--- src/rtl/fpu_issue_ctrl.sv ---
// Issue/hazard controller for the fixed-latency FP pipeline: tracks in-flight
// destinations, holds issue on RAW hazards, optional forwarding via FPU_FWD_EN.
module fpu_issue_ctrl #(
    parameter int LAT  = 5,
    parameter int CNTW = 16
) (
    input  logic            clk,
    input  logic            rst_n,
    input  logic            inst_valid,
    output logic            inst_ready,
    input  logic [2:0]      inst_cls,
    input  logic            inst_sub,
    input  logic [4:0]      inst_rd,
    input  logic [4:0]      inst_rs1,
    input  logic [4:0]      inst_rs2,
    input  logic            use_rs1,
    input  logic            use_rs2,
    output logic            is_itof,
    output logic            is_load,
    output logic            is_adsb,
    output logic            is_mult,
    output logic            is_sub,
    output logic            wb_en,
    output logic [4:0]      wb_rd,
    output logic [2:0]      fwd1_sel,
    output logic [2:0]      fwd2_sel,
    output logic [CNTW-1:0] stall_cnt
);

    localparam logic [2:0] CLS_ITOF = 3'd1;
    localparam logic [2:0] CLS_LOAD = 3'd2;
    localparam logic [2:0] CLS_ADSB = 3'd3;
    localparam logic [2:0] CLS_MULT = 3'd4;
    localparam logic [2:0] LAT_S    = 3'(LAT);
`ifdef FPU_FWD_EN
    localparam logic       FWD_EN   = 1'b1;
`else
    localparam logic       FWD_EN   = 1'b0;
`endif

    // First stage at which an entry of the given class holds its result.
    function automatic logic [2:0] ready_stage(input logic [2:0] cls);
        logic [2:0] r;
        case (cls)
            CLS_ITOF: r = 3'd1;
            CLS_LOAD: r = 3'd2;
            CLS_ADSB: r = 3'd3;
            default:  r = LAT_S;
        endcase
        return r;
    endfunction

    logic [LAT:1] stg_v_r;
    logic [4:0]   stg_rd_r  [1:LAT];
    logic [2:0]   stg_cls_r [1:LAT];

    logic       issue_s, alloc_s;
    logic       hit1_s, hit2_s, rdy1_s, rdy2_s, blk1_s, blk2_s;
    logic [2:0] sel1_s, sel2_s;

    // Source match scan: walk oldest to youngest so the youngest hit wins.
    always_comb begin
        hit1_s = 1'b0;
        hit2_s = 1'b0;
        rdy1_s = 1'b0;
        rdy2_s = 1'b0;
        sel1_s = 3'd0;
        sel2_s = 3'd0;
        for (int k = LAT; k >= 1; k--) begin
            if (use_rs1 && stg_v_r[k] && (stg_rd_r[k] == inst_rs1)) begin
                hit1_s = 1'b1;
                sel1_s = 3'(k);
                rdy1_s = (3'(k) >= ready_stage(stg_cls_r[k]));
            end else begin
                hit1_s = hit1_s;
            end
            if (use_rs2 && stg_v_r[k] && (stg_rd_r[k] == inst_rs2)) begin
                hit2_s = 1'b1;
                sel2_s = 3'(k);
                rdy2_s = (3'(k) >= ready_stage(stg_cls_r[k]));
            end else begin
                hit2_s = hit2_s;
            end
        end
    end

    // Hazard resolution; without forwarding every match blocks issue.
    always_comb begin
        blk1_s     = hit1_s & ~(FWD_EN & rdy1_s);
        blk2_s     = hit2_s & ~(FWD_EN & rdy2_s);
        fwd1_sel   = (FWD_EN & hit1_s & rdy1_s) ? sel1_s : 3'd0;
        fwd2_sel   = (FWD_EN & hit2_s & rdy2_s) ? sel2_s : 3'd0;
        inst_ready = ~(blk1_s | blk2_s);
    end

    // Issue qualification and per-class datapath strobes.
    always_comb begin
        issue_s = inst_valid & inst_ready;
        alloc_s = issue_s & (inst_cls >= CLS_ITOF) & (inst_cls <= CLS_MULT);
        is_itof = issue_s & (inst_cls == CLS_ITOF);
        is_load = issue_s & (inst_cls == CLS_LOAD);
        is_adsb = issue_s & (inst_cls == CLS_ADSB);
        is_mult = issue_s & (inst_cls == CLS_MULT);
        is_sub  = issue_s & (inst_cls == CLS_ADSB) & inst_sub;
    end

    // Tracking pipe: free-running shift, bubbles enter when nothing allocates.
    always_ff @(posedge clk or negedge rst_n) begin
        if (!rst_n) begin
            stg_v_r <= {LAT{1'b0}};
            for (int k = 1; k <= LAT; k++) begin
                stg_rd_r[k]  <= 5'd0;
                stg_cls_r[k] <= 3'd0;
            end
        end else begin
            stg_v_r      <= {stg_v_r[LAT-1:1], alloc_s};
            stg_rd_r[1]  <= alloc_s ? inst_rd : 5'd0;
            stg_cls_r[1] <= alloc_s ? inst_cls : 3'd0;
            for (int k = 2; k <= LAT; k++) begin
                stg_rd_r[k]  <= stg_rd_r[k-1];
                stg_cls_r[k] <= stg_cls_r[k-1];
            end
        end
    end

    assign wb_en = stg_v_r[LAT];
    assign wb_rd = stg_rd_r[LAT];

    // Saturating count of cycles where decode waits on a hazard.
    always_ff @(posedge clk or negedge rst_n) begin
        if (!rst_n) begin
            stall_cnt <= {CNTW{1'b0}};
        end else if (inst_valid && !inst_ready && !(&stall_cnt)) begin
            stall_cnt <= stall_cnt + {{(CNTW-1){1'b0}}, 1'b1};
        end else begin
            stall_cnt <= stall_cnt;
        end
    end

endmodule

--- config.mk ---
export PLATFORM = sky130hd
export DESIGN_NAME = fpu_issue_ctrl
export DESIGN_NICKNAME = d
export VERILOG_FILES = /design/src/rtl/fpu_issue_ctrl.sv
export SDC_FILE = /design/constraint.sdc
export NUM_CORES = 1
export LEC_CHECK = 0
export CORE_MARGIN = 2
export CORE_UTILIZATION = 40
export CTS_BUF_LIST = sky130_fd_sc_hd__clkbuf_4 sky130_fd_sc_hd__clkbuf_8
export CTS_CLUSTER_DIAMETER = 120
export DETAILED_ROUTE_END_ITERATION = 8
export PLACE_DENSITY = 0.66
export SLEW_MARGIN = 40
export SYNTH_ARGS = -nofsm -noshare
export SYNTH_HDL_FRONTEND = slang
export SYNTH_SLANG_ARGS = --single-unit
--- constraint.sdc ---
create_clock -name clk -period 3.2 [get_ports clk]
set_clock_uncertainty 0.15 [all_clocks]
set_input_delay 0.32 -clock clk [delete_from_list [all_inputs] [get_ports clk]]
set_output_delay 0.32 -clock clk [all_outputs]
set_load 0.01 [all_outputs]
==> run_summary.xml <==
<?xml version="1.0" encoding="UTF-8"?>
<metrics>
  <group name="outcome">
    <metric name="run_status" unit="">completed</metric>
  </group>
  <group name="timing">
    <metric name="slew_violations" unit="">0</metric>
    <metric name="max-slew-margin-rel" unit="">0.612</metric>
    <metric name="period_needed" unit="ps">2930</metric>
    <metric name="setup_ws_post_layout" unit="ps">268</metric>
    <metric name="max_slew.worst_pin.slew" unit="ps">582</metric>
    <metric name="final.period_utilization" unit="">0.916</metric>
    <metric name="hold_viol" unit="">0</metric>
    <metric name="timing.fmax" unit="MHz">341</metric>
    <metric name="setup_violations" unit="">0</metric>
    <metric name="timing.setup.tns" unit="ps">0</metric>
    <metric name="grt_setup_unrepaired" unit="">false</metric>
  </group>
  <group name="worst_setup_path">
    <metric name="worst_ep_required_time" unit="ps">2730</metric>
    <metric name="cp_data_arrival_time" unit="ps">2460</metric>
    <metric name="setup.worst_path.start_class" unit="">register</metric>
    <metric name="cp_slowest_cell" unit="">clkdlybuf4s50_1</metric>
    <metric name="critPathMaxStageDelay" unit="ps">550</metric>
    <metric name="crit_path_category" unit="">reg2out</metric>
    <metric name="cp-end-kind" unit="">output pin</metric>
    <metric name="worst-path-max-fanout" unit="">4</metric>
    <metric name="crit_path_cell_trace" unit="">xnor2_1 &gt; nand4_1 &gt; o22ai_1 &gt; nor2_1 &gt; nor4b_4 &gt; nand3b_4 &gt; nor3b_2 &gt; clkdlybuf4s50_1</metric>
  </group>
  <group name="yosys">
    <metric name="synth_top_cell_by_area" unit="">dfrtp_1</metric>
    <metric name="netlist_instances" unit="">232</metric>
    <metric name="synth.avg_cell_area" unit="um2">10.6</metric>
    <metric name="synthMostInstantiatedCell" unit="">xnor2_1</metric>
    <metric name="ys.flop_type" unit="">dfrtp_1</metric>
    <metric name="post_synth_design_cell_area" unit="um2">2470</metric>
    <metric name="synth.yosys.warnings" unit="">0</metric>
    <metric name="yosys-top-cells-area" unit="">dfrtp_1, xnor2_1, buf_4</metric>
    <metric name="synth-seq-area-share" unit="">0.466</metric>
    <metric name="yosys-top-cells-count" unit="">xnor2_1, dfrtp_1, buf_4</metric>
    <metric name="yosysUniqueCellTypes" unit="">29</metric>
    <metric name="synth-async-reset-ratio" unit="">1.00</metric>
    <metric name="synth_edf_count" unit="">0</metric>
    <metric name="fraction_of_synthesized_cell_area_taken_by_the_top_area_cell_type" unit="">0.466</metric>
    <metric name="number_of_register_bits_inferred_by_synthesis" unit="">46</metric>
  </group>
  <group name="layout">
    <metric name="seq_area" unit="um2">1150</metric>
    <metric name="final_design_area_no_fill" unit="um2">3080</metric>
    <metric name="layoutNonFillerInstCount" unit="">351</metric>
    <metric name="layout-drive-gt1-share" unit="">0.0797</metric>
    <metric name="fill_cells" unit="">560</metric>
    <metric name="multiInputGateArea" unit="um2">1130</metric>
    <metric name="num-nets-final" unit="">300</metric>
    <metric name="diodes" unit="">0</metric>
    <metric name="synthToLayoutAreaGrowth" unit="%">24.7</metric>
  </group>
  <group name="detailed_routing">
    <metric name="drcViolationCount" unit="">0</metric>
    <metric name="route.detailed.vias_per_inst" unit="">4.89</metric>
    <metric name="avgRoutedWirePerCell" unit="um">14.2</metric>
    <metric name="drt_first_pass_iters" unit="">4</metric>
    <metric name="detail_route.iter0.violations" unit="">97</metric>
    <metric name="drt.antenna.violating_nets" unit="">0</metric>
    <metric name="vias" unit="">1716</metric>
    <metric name="final_routed_wirelength_across_all_metal_layers" unit="mm">4.97</metric>
  </group>
  <group name="clocking">
    <metric name="cts_max_path_buffers" unit="">2</metric>
    <metric name="cts_setup_buffers" unit="">0</metric>
    <metric name="ctsRootBufferMaster" unit="">clkbuf_8</metric>
    <metric name="clock_sinks" unit="">46</metric>
    <metric name="number_of_buffers_created_by_cts" unit="">5</metric>
    <metric name="tritoncts" unit="">yes</metric>
    <metric name="clock_insertion_delay_worst_skew" unit="ps">300</metric>
    <metric name="ctsHtreeMaxLevel" unit="">2</metric>
    <metric name="worst_setup_hold_path_clk_slew" unit="ps">90</metric>
  </group>
  <group name="power">
    <metric name="max-vdd-ir-drop" unit="mV">0.287</metric>
    <metric name="power.static_leakage" unit="nW">1.36</metric>
    <metric name="power.density" unit="nW/um2">429</metric>
  </group>
  <group name="global_route">
    <metric name="grt_antenna_before_repair" unit="">0</metric>
    <metric name="first_pass_grt_wire_length" unit="mm">7.89</metric>
    <metric name="grt.total_usage" unit="">0.157</metric>
    <metric name="grt_start_max_net_pins" unit="">47</metric>
    <metric name="globalRouteOverflowTotal" unit="">0</metric>
    <metric name="grt_pass1_vias" unit="">1621</metric>
  </group>
  <group name="die">
    <metric name="die-area" unit="um2">6820</metric>
    <metric name="ios" unit="">58</metric>
    <metric name="die_width" unit="um">82.6</metric>
    <metric name="starting_density" unit="">0.414</metric>
    <metric name="rows" unit="">28</metric>
    <metric name="design.core.area" unit="um2">5960</metric>
    <metric name="dieHeight" unit="um">82.6</metric>
  </group>
  <group name="place">
    <metric name="hpwlAfterDp" unit="mm">3.81</metric>
    <metric name="detailed_place.area" unit="um2">2930</metric>
    <metric name="port_buffers" unit="">51</metric>
    <metric name="place_congestion" unit="">0.835</metric>
    <metric name="place_ws" unit="ps">42.5</metric>
    <metric name="placedCellCount" unit="">342</metric>
  </group>
  <group name="min_path">
    <metric name="class_of_the_tightest_hold_or_removal_check" unit="">reg2reg</metric>
  </group>
  <group name="flow_run">
    <metric name="timing.max_cap.violations" unit="">0</metric>
  </group>
</metrics>
-- layout by cell type (no fill, tap or decap), drive strengths merged --
cell type | synthesis | layout
xnor2 | 54 | 54
dfrtp | 46 | 46
clkdlybuf4s50 | 0 | 40
nand3 | 17 | 17
nor2 | 16 | 16
nand4 | 14 | 14
nand2 | 11 | 11
xor2 | 11 | 11
inv | 10 | 10
dlymetal6s2s | 0 | 10
nor3 | 8 | 8
conb | 1 | 6
o22ai | 5 | 5
clkbuf | 1 | 5
nor3b | 5 | 5
buf | 22 | 3
and4 | 2 | 2
clkinv | 0 | 2
nor4 | 2 | 2
mux2 | 2 | 2
nor4b | 1 | 1
nand3b | 1 | 1
and3 | 1 | 1
or2 | 1 | 1
ha | 1 | 1
bufinv | 0 | 1
dlygate4sd3 | 0 | 1
-- state kept, by name, indices dropped and copies added, names as in the netlist --
signal and cells:
stall_cnt 16, wb_rd 5, stg_v_r 5, stg_rd_r 20
-- cell type report --
cell class	count	share of cell area
clock inverter	3	0.0130
tap	75	0.0305
inverter	10	0.0122
clock buffer	5	0.0224
multi-input combinational	158	0.367
timing repair buffer	54	0.181
sequential	46	0.374
-- timing repair --
action                                 CTS  global route
resized for setup                        0            10
endpoints found under the hold margin   46             0
hold buffers                             1             0
setup endpoints to repair                0             2
-- metal layers --
metal / up-vias / global-route usage / wire length, um
li1: 831 / - / -
met1: 830 / 0.218 / 2340
met2: 47 / 0.236 / 2300
met3: 8 / 0.0370 / 221
met4: 0 / 0.0623 / 106
met5: - / 0 / 0
-- path summary, 6_finish.rpt --
kind                                         from  depth (start not counted)                  endpoint  slack, ps
min in group asynchronous                   rst_n                          2    stg_rd_r[24]$_DFF_PN0_        410
hold / removal               stg_v_r[1]$_DFF_PN0_                          0      stg_v_r[2]$_DFF_PN0_        260
setup reg to reg           stg_rd_r[14]$_DFF_PN0_                          9  stall_cnt[1]$_DFFE_PN0P_        860
setup / recovery           stg_rd_r[14]$_DFF_PN0_                          8                   is_itof        270
hold reg to reg              stg_v_r[1]$_DFF_PN0_                          0      stg_v_r[2]$_DFF_PN0_        260
max in group asynchronous                   rst_n                          2        wb_rd[0]$_DFF_PN0_       2090
-- stage by stage --
step	hold WS, ps	util	power [mW]
detailed placement	208	0.493	0.909
CTS	255	0.513	1.33
global route	276	0.517	1.39
global placement	239	0.492	0.906
finish	257	0.517	1.32
floorplan	-126	-	0.812
-- critical path, delay by kind of cell (launching register included) --
kind | cells | cell delay, ps
simple gates | 5 | 920
xor+xnor | 1 | 170
buf+inv | 1 | 550
compound gates | 1 | 100
flops | 1 | 420
-- power breakdown --
| part | internal [mW] | switching (mW) |
|---|---|---|
| registers | 0.618 | 0.0436 |
| logic | 0.131 | 0.105 |
| clock network | 0.230 | 0.194 |
| total | 0.979 | 0.343 |
-- logic make-up (layout without fill, tap and decap cells) --
group / Yosys count / in the layout / synth area share
and+or+nand+nor: 79 / 79 / 0.189
xor gates and xnor gates: 65 / 65 / 0.231
DFF: 46 / 46 / 0.466
buffers and inverters: 33 / 72 / 0.0841
AOI/OAI and AO/OA: 5 / 5 / 0.0127
muxes: 2 / 2 / 0.0106
adders and majority gates: 1 / 1 / 0.00507
other: 1 / 6 / 0.00152
Power figures use the tool's default switching activity.
